**config.mk**
```make
export PLATFORM = sky130hd
export DESIGN_NAME = tlv5618_ctrl_flat
export DESIGN_NICKNAME = d
export VERILOG_FILES = /design/src/rtl/tlv5618_pkg.sv /design/src/rtl/tlv5618_ctrl_if.sv /design/src/rtl/tlv5618_word_fmt.sv /design/src/rtl/tlv5618_ctrl.sv /design/src/flat_wrapper.sv
export SDC_FILE = /design/constraint.sdc
export NUM_CORES = 1
export LEC_CHECK = 0
export CAP_MARGIN = 20
export CORE_UTILIZATION = 40
export CTS_CLUSTER_SIZE = 8
export DETAILED_ROUTE_END_ITERATION = 16
export GPL_TIMING_DRIVEN = 0
export HOLD_SLACK_MARGIN = 0.06
export PLACE_DENSITY = 0.68
export SLEW_MARGIN = 20
export SYNTH_ARGS = -nofsm -noshare
export SYNTH_HDL_FRONTEND = slang
export SYNTH_SLANG_ARGS = --single-unit
```
**constraint.sdc**
```tcl
create_clock -name clk -period 2.3 [get_ports clk]
set_clock_uncertainty 0.2 [all_clocks]
set_input_delay 0.46 -clock clk [delete_from_list [all_inputs] [get_ports clk]]
set_output_delay 0.46 -clock clk [all_outputs]
set_load 0.02 [all_outputs]
```
**src/rtl/tlv5618_pkg.sv**
```systemverilog
`default_nettype none
// ============================================================================
//  Module  : tlv5618_pkg
//  Brief   : Shared encodings, word bit positions, FSM state type and the
//            TLV5618 control/data word assembly function.
//  Revision: 1.0 - initial release
// ============================================================================
package tlv5618_pkg;

    // Channel selection encodings carried on the request mode field
    localparam logic [1:0] c_mode_a   = 2'b00;
    localparam logic [1:0] c_mode_b   = 2'b01;
    localparam logic [1:0] c_mode_ab  = 2'b10;
    localparam logic [1:0] c_mode_rsv = 2'b11;

    // R1/R0 register-select codes, packed as {R1, R0}
    localparam logic [1:0] c_rc_buf  = 2'b01;  // write buffer
    localparam logic [1:0] c_rc_daca = 2'b10;  // write DAC A, update DAC B from buffer
    localparam logic [1:0] c_rc_dacb = 2'b00;  // write DAC B, update buffer

    // Control bit positions inside the 16-bit word
    localparam int c_bit_r1  = 15;
    localparam int c_bit_spd = 14;
    localparam int c_bit_pwr = 13;
    localparam int c_bit_r0  = 12;

    typedef enum logic [2:0] {
        ST_IDLE  = 3'd0,
        ST_ISSUE = 3'd1,
        ST_WAIT  = 3'd2,
        ST_GAP   = 3'd3,
        ST_FIN   = 3'd4
    } state_t;

    // Places the control bits at their fixed positions above the 12-bit code
    function automatic logic [15:0] build_word(input logic       r1,
                                               input logic       r0,
                                               input logic       spd,
                                               input logic       pwr,
                                               input logic [11:0] data);
        logic [15:0] w;
        w             = {4'b0000, data};
        w[c_bit_r1]  = r1;
        w[c_bit_spd] = spd;
        w[c_bit_pwr] = pwr;
        w[c_bit_r0]  = r0;
        return w;
    endfunction

endpackage
`default_nettype wire

```
**src/rtl/tlv5618_ctrl_if.sv**
```systemverilog
`default_nettype none
// ============================================================================
//  Module  : tlv5618_ctrl_if
//  Brief   : Request/status bus plus the serializer handshake of the TLV5618
//            command sequencer. slave = sequencer view, master = driver view.
//  Revision: 1.0 - initial release
// ============================================================================
interface tlv5618_ctrl_if;

    logic        req;
    logic [1:0]  mode;
    logic [11:0] ch_a;
    logic [11:0] ch_b;
    logic        spd;
    logic        pwr;
    logic        busy;
    logic        done;
    logic        err;
    logic        dac_start;
    logic [15:0] dac_word;
    logic        set_done;

    modport slave (
        input  req, mode, ch_a, ch_b, spd, pwr, set_done,
        output busy, done, err, dac_start, dac_word
    );

    modport master (
        output req, mode, ch_a, ch_b, spd, pwr, set_done,
        input  busy, done, err, dac_start, dac_word
    );

endinterface
`default_nettype wire

```
**src/rtl/tlv5618_word_fmt.sv**
```systemverilog
`default_nettype none
// ============================================================================
//  Module  : tlv5618_word_fmt
//  Brief   : Combinational assembly of one 16-bit TLV5618 control/data word.
//  Revision: 1.0 - initial release
// ============================================================================
module tlv5618_word_fmt
    import tlv5618_pkg::*;
(
    input  wire logic        i_r1,
    input  wire logic        i_r0,
    input  wire logic        i_spd,
    input  wire logic        i_pwr,
    input  wire logic [11:0] i_data,
    output logic      [15:0] o_word
);

    // Pure bit placement, shared with any other user of the package function
    always_comb begin
        o_word = build_word(i_r1, i_r0, i_spd, i_pwr, i_data);
    end

endmodule
`default_nettype wire

```
**src/rtl/tlv5618_ctrl.sv**
```systemverilog
`default_nettype none
// ============================================================================
//  Module  : tlv5618_ctrl
//  Brief   : TLV5618 command sequencer. Turns a one/two channel update request
//            into serializer frames, buffer-first for dual updates so both
//            outputs change together, with an inter-frame gap and a timeout.
//  Revision: 1.0 - initial release
// ============================================================================
module tlv5618_ctrl
    import tlv5618_pkg::*;
#(
    parameter int GAP_CYCLES = 4,
    parameter int TIMEOUT    = 1024
) (
    input  wire logic      clk,
    input  wire logic      rst,
    tlv5618_ctrl_if.slave  bus
);

    // One counter covers both the gap (<=255) and the timeout
    localparam int c_cw = ($clog2(TIMEOUT) > 8) ? $clog2(TIMEOUT) : 8;
    localparam logic [c_cw-1:0] c_gap_last = c_cw'(GAP_CYCLES - 1);
    localparam logic [c_cw-1:0] c_to_last  = c_cw'(TIMEOUT - 1);

    state_t            r_state;
    logic [c_cw-1:0]   r_cnt;
    logic [11:0]       r_ch_a;
    logic              r_spd;
    logic              r_pwr;
    logic              r_last;      // word in flight is the final one of the request
    logic              r_busy;
    logic              r_done;
    logic              r_err;
    logic              r_dac_start;
    logic [15:0]       r_dac_word;

    logic [1:0]        w_rc;
    logic [11:0]       w_data;
    logic              w_spd;
    logic              w_pwr;
    logic [15:0]       w_word;

    // Next word to issue: from the live request in IDLE, from the captured
    // channel A code when the dual update resumes after the gap
    always_comb begin
        w_rc   = c_rc_daca;
        w_data = bus.ch_a;
        w_spd  = bus.spd;
        w_pwr  = bus.pwr;
        if (r_state == ST_GAP) begin
            w_rc   = c_rc_daca;
            w_data = r_ch_a;
            w_spd  = r_spd;
            w_pwr  = r_pwr;
        end else begin
            case (bus.mode)
                c_mode_b:  begin w_rc = c_rc_dacb; w_data = bus.ch_b; end
                c_mode_ab: begin w_rc = c_rc_buf;  w_data = bus.ch_b; end
                default:   begin w_rc = c_rc_daca; w_data = bus.ch_a; end
            endcase
        end
    end

    tlv5618_word_fmt u_word_fmt (
        .i_r1   (w_rc[1]),
        .i_r0   (w_rc[0]),
        .i_spd  (w_spd),
        .i_pwr  (w_pwr),
        .i_data (w_data),
        .o_word (w_word)
    );

    // Sequencer FSM with registered outputs; the counter clears on every state entry
    always_ff @(posedge clk) begin
        if (rst) begin
            r_state     <= ST_IDLE;
            r_cnt       <= '0;
            r_ch_a      <= '0;
            r_spd       <= 1'b0;
            r_pwr       <= 1'b0;
            r_last      <= 1'b0;
            r_busy      <= 1'b0;
            r_done      <= 1'b0;
            r_err       <= 1'b0;
            r_dac_start <= 1'b0;
            r_dac_word  <= 16'h0000;
        end else begin
            r_done      <= 1'b0;
            r_err       <= 1'b0;
            r_dac_start <= 1'b0;
            case (r_state)
                ST_IDLE: begin
                    r_cnt <= '0;
                    if (bus.req) begin
                        if (bus.mode == c_mode_rsv) begin
                            r_err <= 1'b1;
                        end else begin
                            r_state     <= ST_ISSUE;
                            r_busy      <= 1'b1;
                            r_dac_start <= 1'b1;
                            r_dac_word  <= w_word;
                            r_ch_a      <= bus.ch_a;
                            r_spd       <= bus.spd;
                            r_pwr       <= bus.pwr;
                            r_last      <= (bus.mode != c_mode_ab);
                        end
                    end
                end
                ST_ISSUE: begin
                    r_state <= ST_WAIT;
                    r_cnt   <= '0;
                end
                ST_WAIT: begin
                    // set_done takes priority over a coincident timeout
                    if (bus.set_done) begin
                        r_cnt <= '0;
                        if (r_last) begin
                            r_state <= ST_FIN;
                            r_done  <= 1'b1;
                        end else begin
                            r_state <= ST_GAP;
                        end
                    end else if (r_cnt == c_to_last) begin
                        r_state <= ST_IDLE;
                        r_cnt   <= '0;
                        r_err   <= 1'b1;
                        r_busy  <= 1'b0;
                    end else begin
                        r_cnt <= r_cnt + 1'b1;
                    end
                end
                ST_GAP: begin
                    if (r_cnt == c_gap_last) begin
                        r_state     <= ST_ISSUE;
                        r_cnt       <= '0;
                        r_dac_start <= 1'b1;
                        r_dac_word  <= w_word;
                        r_last      <= 1'b1;
                    end else begin
                        r_cnt <= r_cnt + 1'b1;
                    end
                end
                ST_FIN: begin
                    r_state <= ST_IDLE;
                    r_cnt   <= '0;
                    r_busy  <= 1'b0;
                end
                default: begin
                    r_state <= ST_IDLE;
                    r_cnt   <= '0;
                    r_busy  <= 1'b0;
                end
            endcase
        end
    end

    assign bus.busy      = r_busy;
    assign bus.done      = r_done;
    assign bus.err       = r_err;
    assign bus.dac_start = r_dac_start;
    assign bus.dac_word  = r_dac_word;

endmodule
`default_nettype wire
```
**src/flat_wrapper.sv**
```systemverilog
// flat-port wrapper written by rule: the top's interface ports become plain ports
module tlv5618_ctrl_flat import tlv5618_pkg::*;
#(
    parameter int GAP_CYCLES = 4,
    parameter int TIMEOUT    = 1024
)
  (clk, rst, bus_req, bus_mode, bus_ch_a, bus_ch_b, bus_spd, bus_pwr, bus_set_done, bus_busy, bus_done, bus_err, bus_dac_start, bus_dac_word);
  tlv5618_ctrl_if bus_i ();
  input  wire logic clk;
  input  wire logic rst;
  input wire logic [$bits(bus_i.req)-1:0] bus_req;
  input wire logic [$bits(bus_i.mode)-1:0] bus_mode;
  input wire logic [$bits(bus_i.ch_a)-1:0] bus_ch_a;
  input wire logic [$bits(bus_i.ch_b)-1:0] bus_ch_b;
  input wire logic [$bits(bus_i.spd)-1:0] bus_spd;
  input wire logic [$bits(bus_i.pwr)-1:0] bus_pwr;
  input wire logic [$bits(bus_i.set_done)-1:0] bus_set_done;
  output wire logic [$bits(bus_i.busy)-1:0] bus_busy;
  output wire logic [$bits(bus_i.done)-1:0] bus_done;
  output wire logic [$bits(bus_i.err)-1:0] bus_err;
  output wire logic [$bits(bus_i.dac_start)-1:0] bus_dac_start;
  output wire logic [$bits(bus_i.dac_word)-1:0] bus_dac_word;
  assign bus_i.req = bus_req;
  assign bus_i.mode = bus_mode;
  assign bus_i.ch_a = bus_ch_a;
  assign bus_i.ch_b = bus_ch_b;
  assign bus_i.spd = bus_spd;
  assign bus_i.pwr = bus_pwr;
  assign bus_i.set_done = bus_set_done;
  assign bus_busy = bus_i.busy;
  assign bus_done = bus_i.done;
  assign bus_err = bus_i.err;
  assign bus_dac_start = bus_i.dac_start;
  assign bus_dac_word = bus_i.dac_word;
  tlv5618_ctrl #(.GAP_CYCLES(GAP_CYCLES), .TIMEOUT(TIMEOUT)) u_core (.clk(clk), .rst(rst), .bus(bus_i));
endmodule
```
==> out/results.txt, run 1 <==
Seq/Total Area, Yosys = 42.5%
Flop pwr share = 52.4%
Post-route cell area = 0.00294 sq mm
Final GP Congestion = 0.766
Arrival @ worst endpoint = 2220 ps
Clk pwr share = 27.4%
Post-synth top flop = dfxtp_1
Starting density of the core = 41.3%
Unrepaired setup endpoints after global routing = no
Post-Route WL = 5400 um
Fin crit share = 95.6%
Yosys top cell by area = dfxtp_1
Clock buffer depth = 2
RR Startpoint = u_core.r_cnt[0]
Boundary Pins = 52
LEAKAGE = 1.14 nW
Worst Hold Class = register to register
First drt pass iteration count = 4
CTS tree = done
Synth top area cells = dfxtp_1, nand2_1, a21oi_1, mux2i_1, o221ai_1
Clk sinks = 48
Synth Area per Inst = 8.54 sq um
Gr ovfl total = 0
Post-layout power = 1.72 mW
FF/Latch Area = 961 sq um
Die Wd = 77.2 um
Clock tree root driver cell = clkbuf_8
Setup crit end = u_core.bus.dac_word[8]
Synthesized instance count = 265
Share of the synthesized area in the top cell type = 42.5%
CP Launch Type = primary input
Layout cells sized above 1 = 7.79%
R2r endpoint = u_core.bus.dac_word[8]
Post-synthesis register bit count = 48
Number of warning messages in the yosys log = 0
Vias/cell = 5.28
Net Sw Frac = 27.1%
Placed Area = 0.00285 sq mm
Crit-path max FO = 10
Cts bufs inserted = 5
HPWL after detailed placement = 3900 um
Core box area = 0.00547 sq mm
Top-count cell post-synth = dfxtp_1
Cell Area, Synth = 0.00226 sq mm
Reg clk slew, reported paths = 80 ps
CTS H-tree depth = 2
Crit path kind = primary input to register
Worst VDD drop = 0.297 mV
Status = finished clean
Setup Viol. Count Final = 0
Pwr per Cell Area = 586 mW/mm^2
Nets@finish = 357
Crit path from = bus_mode[1]
FMAX = 455 MHz
Post-route DRC violation count = 0
FP Rows = 27
Util after Layout = 53.7%
Area of the multi-input gates = 0.00118 sq mm
Drt first-iter violations = 96
Register-to-Register Path Depth = 6
Antenna violations before repair = 0
Comb pwr share = 20.2%
Die ar. = 0.00596 sq mm
Post-synth EDFFs = 0
R2R setup slack = 270 ps
Largest net degree at the start of global routing = 14
GRT Overall Usage = 19.2%
Final Max Tran Viols = 0
Hold Path Stages = 2
Post-CTS Setup Bufs = 0
Final ANT Viol Nets = 0
Hold_ws = 256 ps
Synth cell count leaders = dfxtp_1, nand2_1, a21oi_1, nand3_1, mux2i_1
Vias in the first global route = 1882
WL per Instance = 13.7 um
Fin crit period = 2200 ps
Fin. Hold Viols = 0
Clk_lat worst skew = 300 ps
Setup crit end kind = register
Cts hold-fix bufs = 0
Switching power = 467 uW
Layout area overhead = 29.9%
Post-Syn Nets = 301
Max Cap Viol = 0
Fillers = 552
Die H = 77.2 um
Slew @ Worst Pin = 519 ps
Critical Path RT = 2320 ps
Slew margin rel. = 65.4%
Detailed-route via count = 2075
Distinct cells, synth = 39
First-pass GRT wire length = 9160 um
Port Buffers = 50
Ant. Diodes = 0
P_int = 1.26 mW
Async set-reset flop share out of synthesis = 0%
==> cell families (layout without fill, tap and decap cells) <==
kind of cell / count (synthesis) / after routing / share of synthesized area [%]
adder cells (fa/ha/maj): 4 / 4 / 2.21
flip-flops: 48 / 48 / 42.5
multiplexers: 14 / 14 / 6.19
AND/OR/NAND/NOR: 107 / 107 / 22.9
AO/OA/AOI/OAI: 57 / 57 / 17.5
XOR/XNOR: 8 / 8 / 3.10
buffers and inverters: 27 / 83 / 5.59
==> metal layers <==
layer | part of all wire (%) | GRT usage, %
met1 | 46 | 26.2
met2 | 48 | 30.3
met3 | 4.4 | 4.05
met4 | 1.2 | 5.66
met5 | 0 | 0
==> cell usage in the layout, fill, tap and decap left out, drive strengths merged, types with 7 or more instances in the layout <==
cell type / synthesis / final
nand3: 19 / 19
clkdlybuf4s50: 0 / 50
dfxtp: 48 / 48
buf: 10 / 10
mux2i: 14 / 14
nand2: 45 / 45
xor2: 7 / 7
nor2: 13 / 13
clkbuf: 12 / 17
o221ai: 12 / 12
a21oi: 30 / 30
==> sequential cells by signal (all words and copies together) (netlist names) <==
| name | cells |
|---|---|
| u_core.bus.dac_word | 16 |
| u_core.r_ch_a | 12 |
| u_core.r_cnt | 10 |
| u_core.r_state | 3 |
| u_core.bus.busy | 1 |
| u_core.bus.dac_start | 1 |
| u_core.bus.done | 1 |
| u_core.bus.err | 1 |
| u_core.r_last | 1 |
| u_core.r_pwr | 1 |
| u_core.r_spd | 1 |
==> how the worst min path moves through the flow <==
stage / startpoint / end / slack [ps]
3_3_place_gp: u_core.r_ch_a[6] / u_core.r_ch_a[6] / 240
5_1_grt: u_core.r_ch_a[2] / u_core.r_ch_a[2] / 270
6_report: u_core.r_spd / u_core.r_spd / 260
4_1_cts: u_core.r_spd / u_core.r_spd / 260
3_5_place_dp: u_core.r_ch_a[1] / u_core.r_ch_a[1] / 250
2_1_floorplan: u_core.r_pwr / u_core.r_pwr / 240
==> power by group through the flow <==
stage	clock network [mW]	registers, mW	logic [mW]
after floorplan	0	0.948	0.165
after global placement	0	0.921	0.340
after detailed placement	0	0.922	0.344
after CTS	0.487	0.902	0.348
after global routing	0.520	0.909	0.379
final	0.472	0.902	0.348
==> final cells by class <==
class | count | share of cell area (%)
buffer | 21 | 3.79
inverter | 5 | 0.639
clock buffer | 6 | 2.47
multi-input combinational | 190 | 40.1
sequential | 48 | 32.7
tap | 72 | 3.07
timing repair buffer | 50 | 17.0
clock inverter | 1 | 0.170
==> timing repair <==
| action | CTS | global route |
|---|---|---|
| hold endpoints to repair | 0 | 0 |
| gates resized for setup | 4 | 0 |
| endpoints found under the setup margin | 12 | 9 |
==> per-stage QoR <==
step / cells / setup TNS (ps) / setup WS, ps
detailed placement: 387 / -9500 / -458
global route: 393 / 0 / 18.8
finish: 393 / 0 / 101
CTS: 394 / 0 / 12.1
global placement: 387 / -8980 / -453
floorplan: 265 / 0 / 334
==> critical path, stage by stage <==
cell and delay, ps:
clkdlybuf4s50_1 470, ha_1 260, nor3b_2 260, and2_1 210, buf_2 250, o221ai_1 140
a21oi_1 170
Note: power is estimated with default switching activity, not from simulation.
==> inputs of run 2 (changes only) <==
--- a/constraint.sdc
+++ b/constraint.sdc
@@ -4,2 +4,2 @@
 set_output_delay 0.46 -clock clk [all_outputs]
-set_load 0.02 [all_outputs]
+set_load 0.01 [all_outputs]
==> results of run 2 <==
The final DEF is identical to that of run 1. Status: finished clean.
Among the figures that moved: total power 1.72 mW -> 1.70 mW
